--- config.mk ---
export PLATFORM = sky130hd
export DESIGN_NAME = fetch_queue
export DESIGN_NICKNAME = d
export VERILOG_FILES = /design/src/rtl/fetch_queue_pkg.sv /design/src/rtl/fetch_queue_sync_fifo.sv /design/src/rtl/fetch_queue.sv
export SDC_FILE = /design/constraint.sdc
export NUM_CORES = 1
export LEC_CHECK = 0
export ABC_CLOCK_PERIOD_IN_PS = 3950
export CORE_MARGIN = 2
export CORE_UTILIZATION = 35
export DETAILED_ROUTE_END_ITERATION = 8
export PLACE_DENSITY = 0.53
export RECOVER_POWER = 50
export REMOVE_ABC_BUFFERS = 1
export SLEW_MARGIN = 40
export SYNTH_ARGS = -nofsm -noshare
export SYNTH_HDL_FRONTEND = slang
export SYNTH_SLANG_ARGS = --single-unit
--- constraint.sdc ---
create_clock -name clk -period 3.95 [get_ports clk]
set_input_delay 0.79 -clock clk [delete_from_list [all_inputs] [get_ports clk]]
set_output_delay 0.79 -clock clk [all_outputs]
set_load 0.005 [all_outputs]
--- src/rtl/fetch_queue_pkg.sv ---
// ----------------------------------------------------------------------------
// fetch_queue_pkg
//   Shared CPU constants and types used by the instruction prefetch buffer.
//   INSTR_W / PC_W   : instruction word and program counter widths
//   PC_STEP          : byte distance between sequential instructions
//   RESET_PC_DEFAULT : default fetch address after reset
//   fq_entry_t       : one buffered {instr, pc} pair, instr in the upper half
//   pc_advance()     : next sequential fetch address (wraps modulo 2^PC_W)
// ----------------------------------------------------------------------------
package fetch_queue_pkg;

    localparam int INSTR_W = 32;
    localparam int PC_W    = 32;

    localparam logic [PC_W-1:0] PC_STEP          = 32'd4;
    localparam logic [PC_W-1:0] RESET_PC_DEFAULT = 32'h0000_0000;

    typedef struct packed {
        logic [INSTR_W-1:0] instr;
        logic [PC_W-1:0]    pc;
    } fq_entry_t;

    localparam int ENTRY_W = $bits(fq_entry_t);

    function automatic logic [PC_W-1:0] pc_advance(input logic [PC_W-1:0] cur);
        return cur + PC_STEP;
    endfunction

endpackage

--- src/rtl/fetch_queue_sync_fifo.sv ---
// ----------------------------------------------------------------------------
// sync_fifo
//   Single-clock FIFO with registered storage and a synchronous clear.
//   The read port shows the head entry combinationally from storage, so a
//   word written this cycle is visible at the head no earlier than next cycle.
// Ports
//   clk    in   clock, rising edge
//   rst_n  in   asynchronous active-low reset
//   push   in   write wdata at the tail (ignored when full)
//   pop    in   advance the head (ignored when empty)
//   clear  in   empty the FIFO; wins over push and pop
//   wdata  in   WIDTH-bit write data
//   rdata  out  WIDTH-bit head entry
//   full   out  DEPTH entries held
//   empty  out  no entries held
//   count  out  number of entries held, clog2(DEPTH)+1 bits
// ----------------------------------------------------------------------------
module sync_fifo
    import fetch_queue_pkg::*;
#(
    parameter int WIDTH = ENTRY_W,
    parameter int DEPTH = 4
) (
    input  logic                     clk,
    input  logic                     rst_n,
    input  logic                     push,
    input  logic                     pop,
    input  logic                     clear,
    input  logic [WIDTH-1:0]         wdata,
    output logic [WIDTH-1:0]         rdata,
    output logic                     full,
    output logic                     empty,
    output logic [$clog2(DEPTH):0]   count
);

    localparam int AW = $clog2(DEPTH);
    localparam logic [AW:0] DEPTH_C = (AW+1)'(DEPTH);

    logic [WIDTH-1:0] mem [DEPTH];
    logic [AW-1:0]    wr_ptr;
    logic [AW-1:0]    rd_ptr;
    logic [AW:0]      cnt;
    logic             do_push;
    logic             do_pop;

    assign full    = (cnt == DEPTH_C);
    assign empty   = (cnt == '0);
    assign count   = cnt;
    assign rdata   = mem[rd_ptr];
    assign do_push = push && !full && !clear;
    assign do_pop  = pop && !empty && !clear;

    // Storage is never reset: an entry is only read once the count says it
    // has been written, so stale contents are never observable.
    always_ff @(posedge clk) begin
        if (do_push) begin
            mem[wr_ptr] <= wdata;
        end
    end

    // Pointers wrap naturally because DEPTH is a power of two. The occupancy
    // counter is kept separately so full and empty need no extra pointer bit.
    always_ff @(posedge clk or negedge rst_n) begin
        if (!rst_n) begin
            wr_ptr <= '0;
            rd_ptr <= '0;
            cnt    <= '0;
        end else if (clear) begin
            wr_ptr <= '0;
            rd_ptr <= '0;
            cnt    <= '0;
        end else begin
            if (do_push) begin
                wr_ptr <= wr_ptr + 1'b1;
            end
            if (do_pop) begin
                rd_ptr <= rd_ptr + 1'b1;
            end
            case ({do_push, do_pop})
                2'b10:   cnt <= cnt + 1'b1;
                2'b01:   cnt <= cnt - 1'b1;
                default: cnt <= cnt;
            endcase
        end
    end

endmodule

--- src/rtl/fetch_queue.sv ---
// ----------------------------------------------------------------------------
// fetch_queue
//   Instruction prefetch buffer between instruction memory and the IF/ID
//   stage register. Issues sequential fetches over an in-order,
//   variable-latency request/grant/rvalid handshake, buffers up to DEPTH
//   {instr, pc} pairs and presents the head entry to decode. A taken branch
//   flushes the buffer, redirects fetch and discards in-flight stale data.
// Parameters
//   DEPTH     queue entries (power of two, >= 2); also the fetch credit limit
//   RESET_PC  fetch address after reset
// Ports
//   clk          in   clock, rising edge
//   rst          in   asynchronous active-low reset
//   keep         in   decode stalled, head entry is not consumed
//   jump         in   taken branch: flush and redirect to target
//   target       in   redirect address
//   imem_req     out  fetch request valid
//   imem_addr    out  fetch address (word aligned)
//   imem_gnt     in   memory accepts the request this cycle
//   imem_rvalid  in   read data returned in request order
//   imem_rdata   in   returned instruction word
//   valid        out  head entry present
//   instr        out  head instruction (0 when no entry)
//   pc           out  head instruction address (0 when no entry)
// ----------------------------------------------------------------------------
module fetch_queue
    import fetch_queue_pkg::*;
#(
    parameter int              DEPTH    = 4,
    parameter logic [PC_W-1:0] RESET_PC = RESET_PC_DEFAULT
) (
    input  logic               clk,
    input  logic               rst,
    input  logic               keep,
    input  logic               jump,
    input  logic [PC_W-1:0]    target,
    output logic               imem_req,
    output logic [PC_W-1:0]    imem_addr,
    input  logic               imem_gnt,
    input  logic               imem_rvalid,
    input  logic [INSTR_W-1:0] imem_rdata,
    output logic               valid,
    output logic [INSTR_W-1:0] instr,
    output logic [PC_W-1:0]    pc
);

    localparam int CW = $clog2(DEPTH) + 1;
    localparam logic [CW:0] CREDIT_LIMIT = (CW+1)'(DEPTH);

    logic [PC_W-1:0] fetch_pc;
    logic [PC_W-1:0] resp_pc;
    logic [CW-1:0]   outstanding;
    logic [CW-1:0]   drop;

    logic [CW-1:0]   fifo_count;
    logic            fifo_full;
    logic            fifo_empty;
    fq_entry_t       fifo_wdata;
    fq_entry_t       fifo_head;

    logic [CW:0]     credit_used;
    logic            fire;
    logic            resp;
    logic            resp_keep;
    logic            head_pop;
    logic [CW-1:0]   resp_dec;

    // Issue credit covers both buffered entries and fetches still in flight,
    // so every accepted request is guaranteed a free slot when it returns.
    // The request is suppressed during a redirect and while reset is held.
    always_comb begin
        credit_used = {1'b0, fifo_count} + {1'b0, outstanding};
        imem_req    = rst && !jump && (credit_used < CREDIT_LIMIT);
        imem_addr   = fetch_pc;
        fire        = imem_req && imem_gnt;
    end

    // A response with nothing outstanding is a protocol violation and is
    // ignored. Responses still owed to a flushed stream are swallowed while
    // drop is non-zero, and any response arriving alongside a jump is stale.
    always_comb begin
        resp      = imem_rvalid && (outstanding != '0);
        resp_keep = resp && (drop == '0) && !jump && !fifo_full;
        resp_dec  = {{(CW-1){1'b0}}, resp};
        head_pop  = valid && !keep && !jump;
    end

    // Head presentation. instr and pc are forced to zero when the buffer is
    // empty so the IF/ID register sees a clean bubble.
    always_comb begin
        valid            = !fifo_empty;
        instr            = valid ? fifo_head.instr : '0;
        pc               = valid ? fifo_head.pc    : '0;
        fifo_wdata.instr = imem_rdata;
        fifo_wdata.pc    = resp_pc;
    end

    sync_fifo #(
        .WIDTH (ENTRY_W),
        .DEPTH (DEPTH)
    ) u_fifo (
        .clk   (clk),
        .rst_n (rst),
        .push  (resp_keep),
        .pop   (head_pop),
        .clear (jump),
        .wdata (fifo_wdata),
        .rdata (fifo_head),
        .full  (fifo_full),
        .empty (fifo_empty),
        .count (fifo_count)
    );

    // Fetch address: steps by one word per accepted request and jumps to the
    // branch target on redirect. A request left ungranted simply holds.
    always_ff @(posedge clk or negedge rst) begin
        if (!rst) begin
            fetch_pc <= RESET_PC;
        end else if (jump) begin
            fetch_pc <= target;
        end else if (fire) begin
            fetch_pc <= pc_advance(fetch_pc);
        end
    end

    // Response address: tags each kept response with the address it was
    // fetched from. Memory answers in order, so a second counter that only
    // advances on kept data tracks fetch_pc one round trip behind.
    always_ff @(posedge clk or negedge rst) begin
        if (!rst) begin
            resp_pc <= RESET_PC;
        end else if (jump) begin
            resp_pc <= target;
        end else if (resp_keep) begin
            resp_pc <= pc_advance(resp_pc);
        end
    end

    // In-flight counter. A jump never issues, so on a redirect it can only
    // go down by the response that arrives in the same cycle.
    always_ff @(posedge clk or negedge rst) begin
        if (!rst) begin
            outstanding <= '0;
        end else begin
            case ({fire, resp})
                2'b10:   outstanding <= outstanding + 1'b1;
                2'b01:   outstanding <= outstanding - 1'b1;
                default: outstanding <= outstanding;
            endcase
        end
    end

    // Stale-response counter. On a redirect every fetch still in flight
    // belongs to the old stream, except a response consumed this very cycle.
    always_ff @(posedge clk or negedge rst) begin
        if (!rst) begin
            drop <= '0;
        end else if (jump) begin
            drop <= outstanding - resp_dec;
        end else if (resp && (drop != '0)) begin
            drop <= drop - 1'b1;
        end
    end

endmodule

==> results.py, run 1 <==
metrics = {
    "cells_and_area": {
        "layout.cells.non_filler": 1611,
        "drive_gt1_frac": 0.152,
        "final_nets": 1137,
        "fin_area_sq_um": 17800,
        "areaGrowthSynthToFinish_pct": 24.4,
        "antenna_cells": 0,
    },
    "clocking": {
        "cts.sinks": 333,
        "numCtsBuffers": 37,
        "cts_root_buf": "clkbuf_16",
        "postCtsSetupBuffers": 0,
        "cts.clk_slew.worst_paths_ps": 60,
        "cts_tree": "yes",
        "cts_buffer_depth": 3,
        "insertion_delay_ps": 520,
        "cts-resized-gates": 0,
        "holdBufCountCts": 0,
        "htree_levels": 2,
    },
    "placed_design": {
        "gp_congestion": 0.793,
        "portBuffers": 167,
        "place_ws_ps": 597,
        "place_inst": 1545,
        "placed_area_sq_um": 16700,
        "place_hpwl_um": 21200,
    },
    "worst_setup_path": {
        "endpoint": "pc[17]",
        "r2r_start": "outstanding[2]",
        "cp.arrival_ps": 2750,
        "required_ps": 3160,
        "r2r_setup_slack_ps": 850,
        "worstPathMaxFanout": 23,
        "worstSetupPathType": "register to output pin",
        "start_kind": "register",
        "endpoint_kind": "output pin",
        "r2r_cells": 10,
        "r2r-end": "outstanding[2]",
        "crit_start": "u_fifo.rd_ptr[0]",
    },
    "synth": {
        "synthFlopType": "edfxtp_1",
        "yosys_register_bits": 333,
        "synth-adder-area-share": 0.0142,
        "synth_mux_area_frac": 0.113,
        "synth_top_area_cell": "edfxtp_1",
        "syn-instance-count": 874,
        "synth_top_family_by_area": "multiplexers",
        "ys_top_cells_by_area": "edfxtp_1 54%, dfrtp_1 13%, mux4_2 10%",
        "synth.distinct_cells": 60,
        "synthesis.area_sq_um": 14300,
        "yosysTopAreaCellShare": 0.538,
        "yosysMostFrequentCell": "edfxtp_1",
        "async_flop_share": 0.231,
        "synthTopCellsByCount": "256 x edfxtp_1, 77 x dfrtp_1, 70 x and2_1, 65 x mux4_2, 40 x nand2_1",
        "yosysSeqAreaShare": 0.673,
        "post_synth.cell_area_avg_sq_um": 16.4,
        "synth_warnings": 0,
        "synthSimpleGateAreaFrac": 0.109,
        "synth_xor_area_frac": 0.0337,
        "synth_compound_area_frac": 0.0353,
        "synth_edf_count": 256,
    },
    "floorplanning": {
        "fp.dieH_um": 206,
        "die_w_um": 206,
        "core-area_sq_um": 40600,
        "die_area_sq_um": 42500,
        "num_rows": 74,
        "initial_core_util": 0.352,
        "ios": 168,
    },
    "power": {
        "powerDensity_nw_per_um2": 549,
        "peakVddDrop_v": 0.000286,
        "pwr-share-clk": 0.334,
        "power_leakage_nw": 5.97,
        "internal_power_w": 0.00721,
        "power.share.combinational": 0.232,
        "netSwitchingFraction": 0.261,
        "seqPwrFrac": 0.435,
        "switchingPower_w": 0.00254,
    },
    "timing": {
        "maxSlewViolCount": 47,
        "rsz0062_at_grt": "false",
        "setup_violations": 0,
        "fin_worst_skew_ps": 17.2,
        "finalCriticalPeriod_ps": 3540,
        "hold_viol_final": 0,
        "worstMarginPinSlew_ps": 2210,
        "final.setup.tns_ps": 0,
        "setup_slack_ps": 414,
        "fmax_mhz": 283,
        "slew-limit-headroom": -0.473,
        "fin_crit_sh": 0.895,
        "fin_hold_ws_ps": 214,
    },
    "drt": {
        "num_vias": 8056,
        "ant_nets": 0,
        "finalWirelength_um": 33500,
        "wl_per_cell_um": 20.8,
        "drc": 0,
        "routed_via_density": 5.00,
        "drtPass1Iterations": 4,
        "drtIter0Drc": 496,
    },
    "global_route": {
        "grt_pass1_wl_um": 51500,
        "grt.overflow.total": 0,
        "grt_max_degree": 65,
        "grt_use_total": 0.162,
        "grt_pass1_vias": 8269,
        "antenna_found_initial": 0,
    },
    "run_status": {
        "violations": "capacitance limit, slew limit",
        "outcome": "complete, but fails checks",
    },
    "min_path": {
        "hold_path.class": "input port to asynchronous set/reset pin",
    },
    "job": {
        "max-cap-violations": 1,
    },
}
## stage by stage
stage	total power (W)	utilization
after floorplan	0.00545	-
after global placement	0.00664	0.411
after detailed placement	0.00666	0.411
after CTS	0.00997	0.439
after global routing	0.0103	0.438
final	0.00976	0.438
## worst min-delay path by stage
stage	startpoint	depth (start not counted)	slack (ps)	to
2_1_floorplan	resp_pc[0]	0	480	u_fifo.mem[0][0]
3_3_place_gp	resp_pc[1]	0	500	u_fifo.mem[2][1]
3_5_place_dp	resp_pc[1]	0	510	u_fifo.mem[3][1]
4_1_cts	rst	1	220	imem_addr[26]
5_1_grt	rst	1	230	outstanding[2]
6_report	rst	1	210	outstanding[2]
## metal layers
layer  track usage  up-vias  share of wire
met1         0.231     4087           0.47
li1              -     3727              -
met5             0        -              0
met2         0.258      195           0.47
met4        0.0446        0          0.020
met3        0.0260       47          0.046
## power groups by stage
stage | logic [W] | clock network [W] | registers, W
detailed placement | 0.00234 | 0 | 0.00431
finish | 0.00226 | 0.00326 | 0.00424
CTS | 0.00235 | 0.00337 | 0.00424
global route | 0.00250 | 0.00350 | 0.00428
floorplan | 0.00113 | 0 | 0.00432
global placement | 0.00234 | 0 | 0.00431
## worst max-delay path: stages, from the launching register on
cell and delay [ps]:
dfrtp_4 700, buf_12 280, mux4_2 550, and2_1 180, clkdlybuf4s50_1 490
## area by class of cell
class,count,area (sq um)
clock buffer,49,1010
tap,532,666
clock inverter,17,129
fill,3683,22800
multi-input combinational,477,4370
inverter,21,81.3
timing repair buffer,182,1890
sequential,333,9620
## cell families (layout without fill, tap and decap cells)
kind of cell	Yosys count	in the layout
compound gates	77	77
xor+xnor	55	55
fa+ha+maj	15	15
buf+inv	64	269
flops	333	333
mux	79	79
simple gates	251	251
## registers in the layout, indices dropped and copies added (netlist names)
name	cells
drop	3
u_fifo.wr_ptr	2
u_fifo.rd_ptr	2
u_fifo.mem	256
resp_pc	32
outstanding	3
imem_addr	32
u_fifo.count	3
## cell usage in the layout (no fill, tap or decap), drive strengths merged, types with 15 or more instances in the layout
cell type and instances:
nand3 21, clkinv 15, nand2 40, clkdlybuf4s50 132
clkbuf 53, and3 18, xnor2 28, edfxtp 256
mux4 65, a21boi 20, dlygate4sd3 33, xor2 27
dfrtp 77, nor2 19, inv 21, o21ai 21
nand4 22, and2 71
No activity file was read; power rests on OpenSTA's default activity.
==> inputs of run 2 (changes only) <==
--- a/config.mk
+++ b/config.mk
@@ -5,11 +5,11 @@
 export SDC_FILE = /design/constraint.sdc
 export NUM_CORES = 1
 export LEC_CHECK = 0
-export ABC_CLOCK_PERIOD_IN_PS = 3950
+export ABC_CLOCK_PERIOD_IN_PS = 2900
 export CORE_MARGIN = 2
 export CORE_UTILIZATION = 35
 export DETAILED_ROUTE_END_ITERATION = 8
-export PLACE_DENSITY = 0.53
+export PLACE_DENSITY = 0.55
 export RECOVER_POWER = 50
 export REMOVE_ABC_BUFFERS = 1
 export SLEW_MARGIN = 40
==> constraint.sdc (replaced) <==
create_clock -name clk -period 2.9 [get_ports clk]
set_input_delay 0.58 -clock clk [delete_from_list [all_inputs] [get_ports clk]]
set_output_delay 0.58 -clock clk [all_outputs]
set_load 0.005 [all_outputs]
==> run 2 against run 1 <==
  * The run still ends with capacitance limit, slew limit left
  * Die area stayed put
  * Design area up 3.4%
  * Routed wire length grew 1.4%
  * Critical endpoint is now instr[20]
  * Sequential cell count did not move
  * Critical path depth is 2 higher
  * Combinational power grew 67%
  * Via count is 2.2% higher
  * Sequential share of layout area is 1.8 points lower
==> results.py, run 2 (same netlist as run 1, synthesis figures left out) <==
metrics = {
    "cells_and_area": {
        "top_register": "u_fifo.mem",
        "drive_gt1_frac": 0.243,
        "antenna_cells": 0,
        "final_cell_mix": "256 x edfxtp_1, 72 x dfrtp_1, 69 x clkdlybuf4s50_1",
        "largest_reg_flops": 256,
        "layout_commonest_cell": "edfxtp_1",
        "final_nets": 1189,
        "utilization": 0.453,
        "areaGrowthSynthToFinish_pct": 28.7,
        "fin_area_sq_um": 18400,
        "fillers": 3618,
    },
    "floorplanning": {
        "die_w_um": 206,
        "initial_core_util": 0.352,
        "die_area_sq_um": 42500,
        "core-area_sq_um": 40600,
        "fp.dieH_um": 206,
        "ios": 168,
        "num_rows": 74,
    },
    "drt": {
        "finalWirelength_um": 33900,
        "drc": 0,
        "wl_per_cell_um": 20.5,
        "ant_nets": 0,
        "num_vias": 8230,
        "drtPass1Iterations": 4,
        "drtIter0Drc": 477,
        "routed_via_density": 4.96,
    },
    "run_status": {
        "violations": "capacitance limit, slew limit",
        "outcome": "complete, but fails checks",
    },
    "worst_setup_path": {
        "cp.arrival_ps": 2290,
        "crit_chain": "buf_4, buf_6, buf_12, mux4_2, and2_4, dlygate4sd2_1",
        "crit_start": "u_fifo.rd_ptr[0]",
        "worstSetupPathType": "register to output pin",
        "path_buf_inv": 4,
        "endpoint": "instr[20]",
        "required_ps": 2320,
        "endpoint_kind": "output pin",
        "r2r-end": "u_fifo.mem[2][47]",
        "r2r_cells": 6,
        "critical_path.max_stage_delay_ps": 520,
        "worstPathMaxFanout": 10,
        "r2r_setup_slack_ps": 150,
        "start_kind": "register",
        "slowest_stage": "dfrtp_4",
        "cpLargestDelayFamily": "buffers and inverters",
        "worst-path-stages": 6,
        "r2r_start": "outstanding[2]",
    },
    "global_route": {
        "grt.overflow.total": 0,
        "grt_pass1_vias": 8578,
        "grt_use_total": 0.165,
        "antenna_found_initial": 0,
        "grt_max_degree": 67,
        "grt_pass1_wl_um": 52800,
    },
    "placed_design": {
        "portBuffers": 167,
        "gp_congestion": 0.765,
        "place_hpwl_um": 22200,
        "placed_area_sq_um": 16900,
    },
    "clocking": {
        "insertion_delay_ps": 530,
        "cts.clk_slew.worst_paths_ps": 60,
        "cts_buffer_depth": 3,
        "cts.sinks": 333,
        "cts_root_buf": "clkbuf_16",
        "numCtsBuffers": 37,
        "htree_levels": 2,
        "cts_tree": "yes",
    },
    "power": {
        "peakVddDrop_v": 0.000436,
        "power_leakage_nw": 6.45,
        "powerDensity_nw_per_um2": 752,
    },
    "timing": {
        "rsz0062_at_grt": "true",
        "finalCriticalPeriod_ps": 2870,
        "setup_violations": 0,
        "slew-limit-headroom": -0.0662,
        "fmax_mhz": 348,
        "hold_viol_final": 0,
        "maxSlewViolCount": 35,
        "fin_worst_skew_ps": 24.2,
        "fin_crit_sh": 0.990,
        "final.setup.tns_ps": 0,
        "worstMarginPinSlew_ps": 1600,
    },
    "job": {
        "max-cap-violations": 1,
    },
    "min_path": {
        "hold_path.class": "input port to asynchronous set/reset pin",
    },
}
[run 2: changes by cell type in the layout (fill, tap and decap cells not counted), moves of 4 or more]
cell             before  now
dlygate4sd2_1         0   18
buf_16                0    5
clkinv_2              6    2
clkbuf_2              1   19
buf_4                 3   28
clkdlybuf4s15_1       0   27
clkdlybuf4s50_1     132   69
and2_4                0   39
and2_1               70   31
buf_6                 0    7
buf_12               10   21
[run 2: through the flow]
| stage | setup slack, ps | hold slack, ps | std cells | total power (W) |
|---|---|---|---|---|
| floorplan | -1100 | 284 | 831 | 0.00743 |
| global placement | -77.8 | 477 | 1567 | 0.00914 |
| detailed placement | -102 | 479 | 1567 | 0.00914 |
| CTS | -80.5 | 457 | 1656 | 0.0140 |
| global route | -51.0 | 488 | 1659 | 0.0146 |
| finish | 30.3 | 472 | 1659 | 0.0138 |
[run 2: cell type report]
type	count	area (sq um)	share of cell area
Multi-Input combinational cell	477	4490	0.244
Inverter	21	81.3	0.00442
Clock buffer	44	952	0.0518
Sequential cell	333	9630	0.523
Tap cell	532	666	0.0362
Timing Repair Buffer	234	2430	0.132
Clock inverter	18	144	0.00783
[run 2: per-layer routing]
layer,GRT usage,vias to the layer above,wire (um)
li1,-,3829,-
met5,0,-,0
met2,0.266,173,16000
met3,0.0290,40,1420
met1,0.232,4188,15900
met4,0.0398,0,582
[run 2: worst register-to-register path: cells and delay by family (launching register included)]
| kind | cells | cell delay [ps] |
|---|---|---|
| AOI/OAI and AO/OA | 1 | 130 |
| buffers and inverters | 3 | 990 |
| DFF | 1 | 390 |
| and+or+nand+nor | 2 | 850 |
[run 2: worst min path at each step]
| stage | slack, ps | from | to |
|---|---|---|---|
| after floorplan | 280 | rst | drop[0] |
| after global placement | 480 | rst | outstanding[1] |
| after detailed placement | 480 | rst | outstanding[1] |
| after CTS | 460 | rst | imem_addr[2] |
| after global routing | 490 | rst | imem_addr[2] |
| final | 470 | rst | imem_addr[4] |
[run 2: repair_timing]
item	4_1_cts	5_1_grt
endpoints found under the hold margin	15	0
hold buffers	1	0
setup endpoints to repair	64	35
gates cloned	4	0
resized for setup	138	60
setup buffers	23	6
pin swaps	0	1
[run 2: where the power goes]
part           switching (W)  total [W]  internal, W
logic                0.00156    0.00378      0.00222
registers           0.000280    0.00571      0.00543
clock network        0.00182    0.00434      0.00251
==> patch 1: new RTL, settings of run 2 <==
Reset style: synchronous (`rst` and `rst_n`), changed in 5 clocked blocks. Comments in the files are not updated.
--- a/src/rtl/fetch_queue_sync_fifo.sv
+++ b/src/rtl/fetch_queue_sync_fifo.sv
@@ -61,5 +61,5 @@
     // Pointers wrap naturally because DEPTH is a power of two. The occupancy
     // counter is kept separately so full and empty need no extra pointer bit.
-    always_ff @(posedge clk or negedge rst_n) begin
+    always_ff @(posedge clk) begin
         if (!rst_n) begin
             wr_ptr <= '0;
--- a/src/rtl/fetch_queue.sv
+++ b/src/rtl/fetch_queue.sv
@@ -114,5 +114,5 @@
     // Fetch address: steps by one word per accepted request and jumps to the
     // branch target on redirect. A request left ungranted simply holds.
-    always_ff @(posedge clk or negedge rst) begin
+    always_ff @(posedge clk) begin
         if (!rst) begin
             fetch_pc <= RESET_PC;
@@ -127,5 +127,5 @@
     // fetched from. Memory answers in order, so a second counter that only
     // advances on kept data tracks fetch_pc one round trip behind.
-    always_ff @(posedge clk or negedge rst) begin
+    always_ff @(posedge clk) begin
         if (!rst) begin
             resp_pc <= RESET_PC;
@@ -139,5 +139,5 @@
     // In-flight counter. A jump never issues, so on a redirect it can only
     // go down by the response that arrives in the same cycle.
-    always_ff @(posedge clk or negedge rst) begin
+    always_ff @(posedge clk) begin
         if (!rst) begin
             outstanding <= '0;
@@ -153,5 +153,5 @@
     // Stale-response counter. On a redirect every fetch still in flight
     // belongs to the old stream, except a response consumed this very cycle.
-    always_ff @(posedge clk or negedge rst) begin
+    always_ff @(posedge clk) begin
         if (!rst) begin
             drop <= '0;
Function: differs if rst is asserted again (counterexample within 4 cycles, from zero or initial values and one cycle with rst low); with rst held inactive, the same outputs for 4 cycles.
==> patch 1 against run 2 <==
  * Die area shrank 1.5%
  * Wire length is 0.46% lower
  * Sequential share of layout area shrank 0.88 points
  * Final area is 1.9% lower
  * Synthesized cell count rose by 10%
  * First-iteration DRC count up 7.1%
  * Setup slack better by 0.030 ns
  * Synthesized area fell by 1.5%
  * Sequential cell count rose by 2
Power is not compared: it rests on default switching activity, and its combinational part moved more than twofold at a synthesized area within 25%.
==> patch 1: results (changes against run 2) <==
status: "completed"  # was finished, violations left
slew_headroom: 0.2371  # was -0.06624
nets: 1269  # was 1,189
grtUsageTotal: 0.1627  # was 0.1650
hold_path_class: "reg2reg"  # was in2async
synth_cell_types: 64  # was 60
worst-path-max-fanout: 7  # was 10
grt_pass1_vias: 9034  # was 8,578
r2r_start: "outstanding[2]"  # unchanged
slowest_delay_ns: 0.50  # was 0.52 ns
dp.cells: 1645  # was 1,567
reg2regPathDepth: 10  # was 6
ys_seq_area_frac: 0.6584  # was 0.6727
numCtsBuffers: 38  # was 37
postSynthCellCount: 962  # was 874
stdcell_count: 1736  # was 1,659
ys_top_cells_by_count: "256 x edfxtp_1, 80 x and2_1, 79 x dfxtp_1"  # was 256 x edfxtp_1, 77 x dfrtp_1, 70 x and2_1
drive_gt1_frac: 0.1734  # was 0.2431
async_flop_share: 0  # was 0.2312
timing.rr.end: "outstanding[2]"  # was u_fifo.mem[2][47]
grt_first_pass_wirelength_um: 52450  # was 52,790 um
synth.area.top_cells: "edfxtp_1 55%, dfxtp_1 11%, mux4_2 10%"  # was edfxtp_1 54%, dfrtp_1 13%, mux4_2 10%
place_congestion: 0.8203  # was 0.7646
holdWs_ns: 0.4610  # was 0.4717 ns
finClkSkew_ns: 0.01124  # was 0.02421 ns
grt_max_degree: 49  # was 67
-- patch 1: cell count changes in the layout (fill, tap and decap cells not counted), moves of 33 or more --
cell	change
dlygate4sd2_1	+38
and2_1	+43
nand2_1	+37
dfrtp_1	-72
dfxtp_1	+75
and2_4	-34
a21oi_1	+33
-- patch 1: logic make-up (layout without fill, tap and decap cells) --
| kind of cell | Yosys count | count (layout) | synth area share |
|---|---|---|---|
| buffers and inverters | 71 | 320 | 0.01946 |
| AO/OA/AOI/OAI | 140 | 140 | 0.06160 |
| multiplexers | 81 | 81 | 0.1157 |
| adder cells (fa/ha/maj) | 16 | 16 | 0.01529 |
| flip-flops | 335 | 335 | 0.6584 |
| AND/OR/NAND/NOR | 300 | 300 | 0.1177 |
| XOR/XNOR | 19 | 19 | 0.01182 |
-- patch 1: worst max path at each step --
stage / from / to / slack, ns
CTS: u_fifo.count[2] / imem_req / 0.006
finish: register / pc[26] / 0.06
detailed placement: imem_gnt / imem_addr[24] / 0.07
floorplan: register / instr[0] / -1.22
global route: register / pc[26] / 0.003
global placement: imem_gnt / imem_addr[24] / 0.12
-- patch 1: where the power goes --
part           internal (uW)  switching [uW]
logic                    426             470
registers               5340             134
clock network           2680            1850
-- patch 1: final cells by class --
class,count,area share
Tap cell,525,0.03643
Inverter,20,0.004164
Multi-Input combinational cell,556,0.2518
Clock inverter,17,0.008258
Clock buffer,51,0.05711
Timing Repair Buffer,232,0.1276
Sequential cell,335,0.5146
-- patch 1: what timing repair did --
action                                  CTS  global route
gates resized for setup                  64             5
buffers inserted                          7            15
cloned                                    0             1
endpoints found under the setup margin   55             5
-- patch 1: per-layer routing --
metal / up-vias / track usage / wire, um
met2: 245 / 0.2597 / 15570
met3: 37 / 0.02800 / 1741
met4: 0 / 0.03830 / 471
met5: - / 0 / 0
li1: 4171 / - / -
met1: 4408 / 0.2321 / 16010
-- patch 1: worst register-to-register path: cells and delay by family (launching register included) --
family	cells	cell delay, ns
AND/OR/NAND/NOR	3	1.13
flip-flops	1	0.35
buffers and inverters	2	0.14
XOR/XNOR	1	0.08
AO/OA/AOI/OAI	1	0.13
adder cells (fa/ha/maj)	3	0.71
-- patch 1: per-stage QoR --
step	instance area [sq um]	TNS (ns)
finish	18030	0
detailed placement	16700	0
global placement	16700	0
floorplan	13880	-196.42
CTS	17930	0
global route	18030	0
==> patch 2: new RTL, settings of run 2 <==
Without the edit above. `DEPTH` is set to 4 in 2 places; all go to 2.
--- a/src/rtl/fetch_queue_sync_fifo.sv
+++ b/src/rtl/fetch_queue_sync_fifo.sv
@@ -20,5 +20,5 @@
 #(
     parameter int WIDTH = ENTRY_W,
-    parameter int DEPTH = 4
+    parameter int DEPTH = 2
 ) (
     input  logic                     clk,
--- a/src/rtl/fetch_queue.sv
+++ b/src/rtl/fetch_queue.sv
@@ -27,5 +27,5 @@
     import fetch_queue_pkg::*;
 #(
-    parameter int              DEPTH    = 4,
+    parameter int              DEPTH    = 2,
     parameter logic [PC_W-1:0] RESET_PC = RESET_PC_DEFAULT
 ) (
Formal check against the unedited RTL: not equivalent (Yosys sat finds a counterexample within 4 cycles, from zero or initial values and one cycle with rst low).
==> patch 2 against run 2 <==
  * Synthesized area fell by 38%
  * Global-route usage decreased by 0.38 points
  * Wire length fell by 39%
  * Setup slack improved by 0.16 ns
  * Total power down 50%
  * Final area fell by 37%
  * Sequential cell count decreased by 133
  * Critical path type unchanged
  * Largest cell class unchanged
  * Largest power group unchanged
==> patch 2: results (changes against run 2) <==
holdWs_ns: 0.4711  # was 0.4717 ns
grtUsageTotal: 0.1612  # was 0.1650
status: "completed"  # was finished, violations left
ff2ff_setup_slack_ns: 0.23  # was 0.15 ns
worst-path-max-fanout: 17  # was 10
largest_reg_flops: 128  # was 256
timing.rr.end: "imem_addr[27]"  # was u_fifo.mem[2][47]
wl_met3_um: 834  # was 1423 um
port_buffers: 167  # unchanged
first_iter_violations: 423  # was 477
max_freq_mhz: 369.7  # was 348.5 MHz
place_congestion: 0.7830  # was 0.7646
vias_per_cell: 4.976  # was 4.961
leakage_uw: 0.004013  # was 0.006453 uW
firstDrtPassIters: 8  # was 4
synth_cell_types: 49  # was 60
fill_cells: 2306  # was 3,618
highest-signal-layer: "met4"  # unchanged
routedWlPerCell_um: 16.81  # was 20.46 um
synth.area.top_cells: "edfxtp_1 44%, dfrtp_1 20%, mux2i_1 7.6%"  # was edfxtp_1 54%, dfrtp_1 13%, mux4_2 10%
async_flop_share: 0.3600  # was 0.2312
nets: 961  # was 1,189
finClkSkew_ns: 0.01542  # was 0.02421 ns
clockBufferDepth: 2  # was 3
h-tree-depth: 4  # was 2
numCtsBuffers: 17  # was 37
yosysWarnings: 0  # unchanged
critPathArrivalTime_ns: 2.13  # was 2.29 ns
antenna_found_initial: 0  # unchanged
grt_pass1_vias: 5955  # was 8,578
r2r_start: "u_fifo.count[0]"  # was outstanding[2]
largest_register: "u_fifo.mem"  # unchanged
clock_latency_ns: 0.44  # was 0.53 ns
hold_path_class: "reg2reg"  # was in2async
wl_met2_um: 9478  # was 15,990 um
clk_pin_slew_ns: 0.07
num_antenna_cells: 0  # unchanged
endpoint: "instr[2]"  # was instr[20]
cp-startpoint: "u_fifo.rd_ptr"  # was u_fifo.rd_ptr[0]
post-place-ws_ns: 0.2405  # was -0.1018 ns
vdd_ir_drop_max_v: 0.0003178  # was 0.0004360 V
dpl_cell_area_sq_mm: 0.01100  # was 0.01693 sq mm
reg2regPathDepth: 7  # was 6
ys_seq_area_frac: 0.6412  # was 0.6727
wl_met1_um: 10070  # was 15,950 um
drive_gt1_frac: 0.07795  # was 0.2431
synth-main-ff-cell: "edfxtp_1"  # unchanged
ys_top_cells_by_count: "128 x edfxtp_1, 84 x nor2_1, 72 x dfrtp_1"  # was 256 x edfxtp_1, 77 x dfrtp_1, 70 x and2_1
grt_max_degree: 69  # was 67
worst_slew_pin_slew_ns: 1.031  # was 1.599 ns
synth_edf_count: 128  # was 256
grt_first_pass_wirelength_um: 33050  # was 52,790 um
root_buffer: "clkbuf_16"  # unchanged
hold_path_depth: 0
dp_hpwl_um: 13950  # was 22,180 um
## patch 2: changes by cell type after synthesis, sizes merged, moves of 10 or more
cell	delta
nand2	+25
and3	-13
o21ai	+33
o311ai	+14
a21boi	-20
edfxtp	-128
xor2	-17
nor2	+65
mux4	-65
mux2	-10
mux2i	+65
and2	-61
nand2b	-12
## patch 2: repair_timing
action                                  4_1_cts  5_1_grt
hold buffers                                  1        0
endpoints found under the setup margin        2        0
setup buffers                                 1        0
endpoints found under the hold margin         4        0
resized for setup                             3        0
## patch 2: routing by layer
layer  vias up  GRT usage
met3        17    0.02266
met5         -          0
met1      2977     0.2337
li1       2977          -
met2       140     0.2532
met4         0    0.04787
## patch 2: power breakdown
group | switching [uW] | total, uW | internal, uW
combinational | 500 | 1010 | 512
sequential | 229 | 3540 | 3310
clock | 1110 | 2360 | 1260
total | 1840 | 6910 | 5080
## patch 2: cell type report
class                   instances  area [sq um]  area share
clock buffers                  19         452.9     0.03908
inverters                      21         78.83    0.006801
repair buffers                189          1902      0.1641
clock inverters                13         132.6     0.01144
flip-flops and latches        200          5650      0.4875
multi-input cells             456          2962      0.2555
well taps                     330         412.9     0.03562
## patch 2: how the worst min path moves through the flow
stage | startpoint | end
floorplan | rst | drop[0]
global placement | rst | imem_addr[0]
detailed placement | rst | imem_addr[0]
CTS | rst | imem_addr[0]
global route | resp_pc[1] | u_fifo.mem[1][1]
finish | resp_pc[1] | u_fifo.mem[0][1]
## patch 2: critical path, cell delays in order (launching register included)
cell and delay (ns):
dfrtp_4 0.66, buf_4 0.29, mux2i_1 0.10, nor2_1 0.12, clkdlybuf4s50_1 0.51
## patch 2: through the flow
| step | instances | utilization |
|---|---|---|
| finish | 1228 | 0.4643 |
| global route | 1228 | 0.4643 |
| CTS | 1228 | 0.4658 |
| detailed placement | 1194 | 0.4406 |
| global placement | 1194 | 0.4403 |
| floorplan | 677 | - |
## patch 2: logic make-up (layout without fill, tap and decap cells)
family,after synthesis,in the layout,synth area share
flip-flops,200,200,0.6412
XOR/XNOR,32,32,0.03183
buffers and inverters,53,242,0.02416
AO/OA/AOI/OAI,107,107,0.07660
multiplexers,69,69,0.07873
adder cells (fa/ha/maj),6,6,0.009379
AND/OR/NAND/NOR,242,242,0.1381
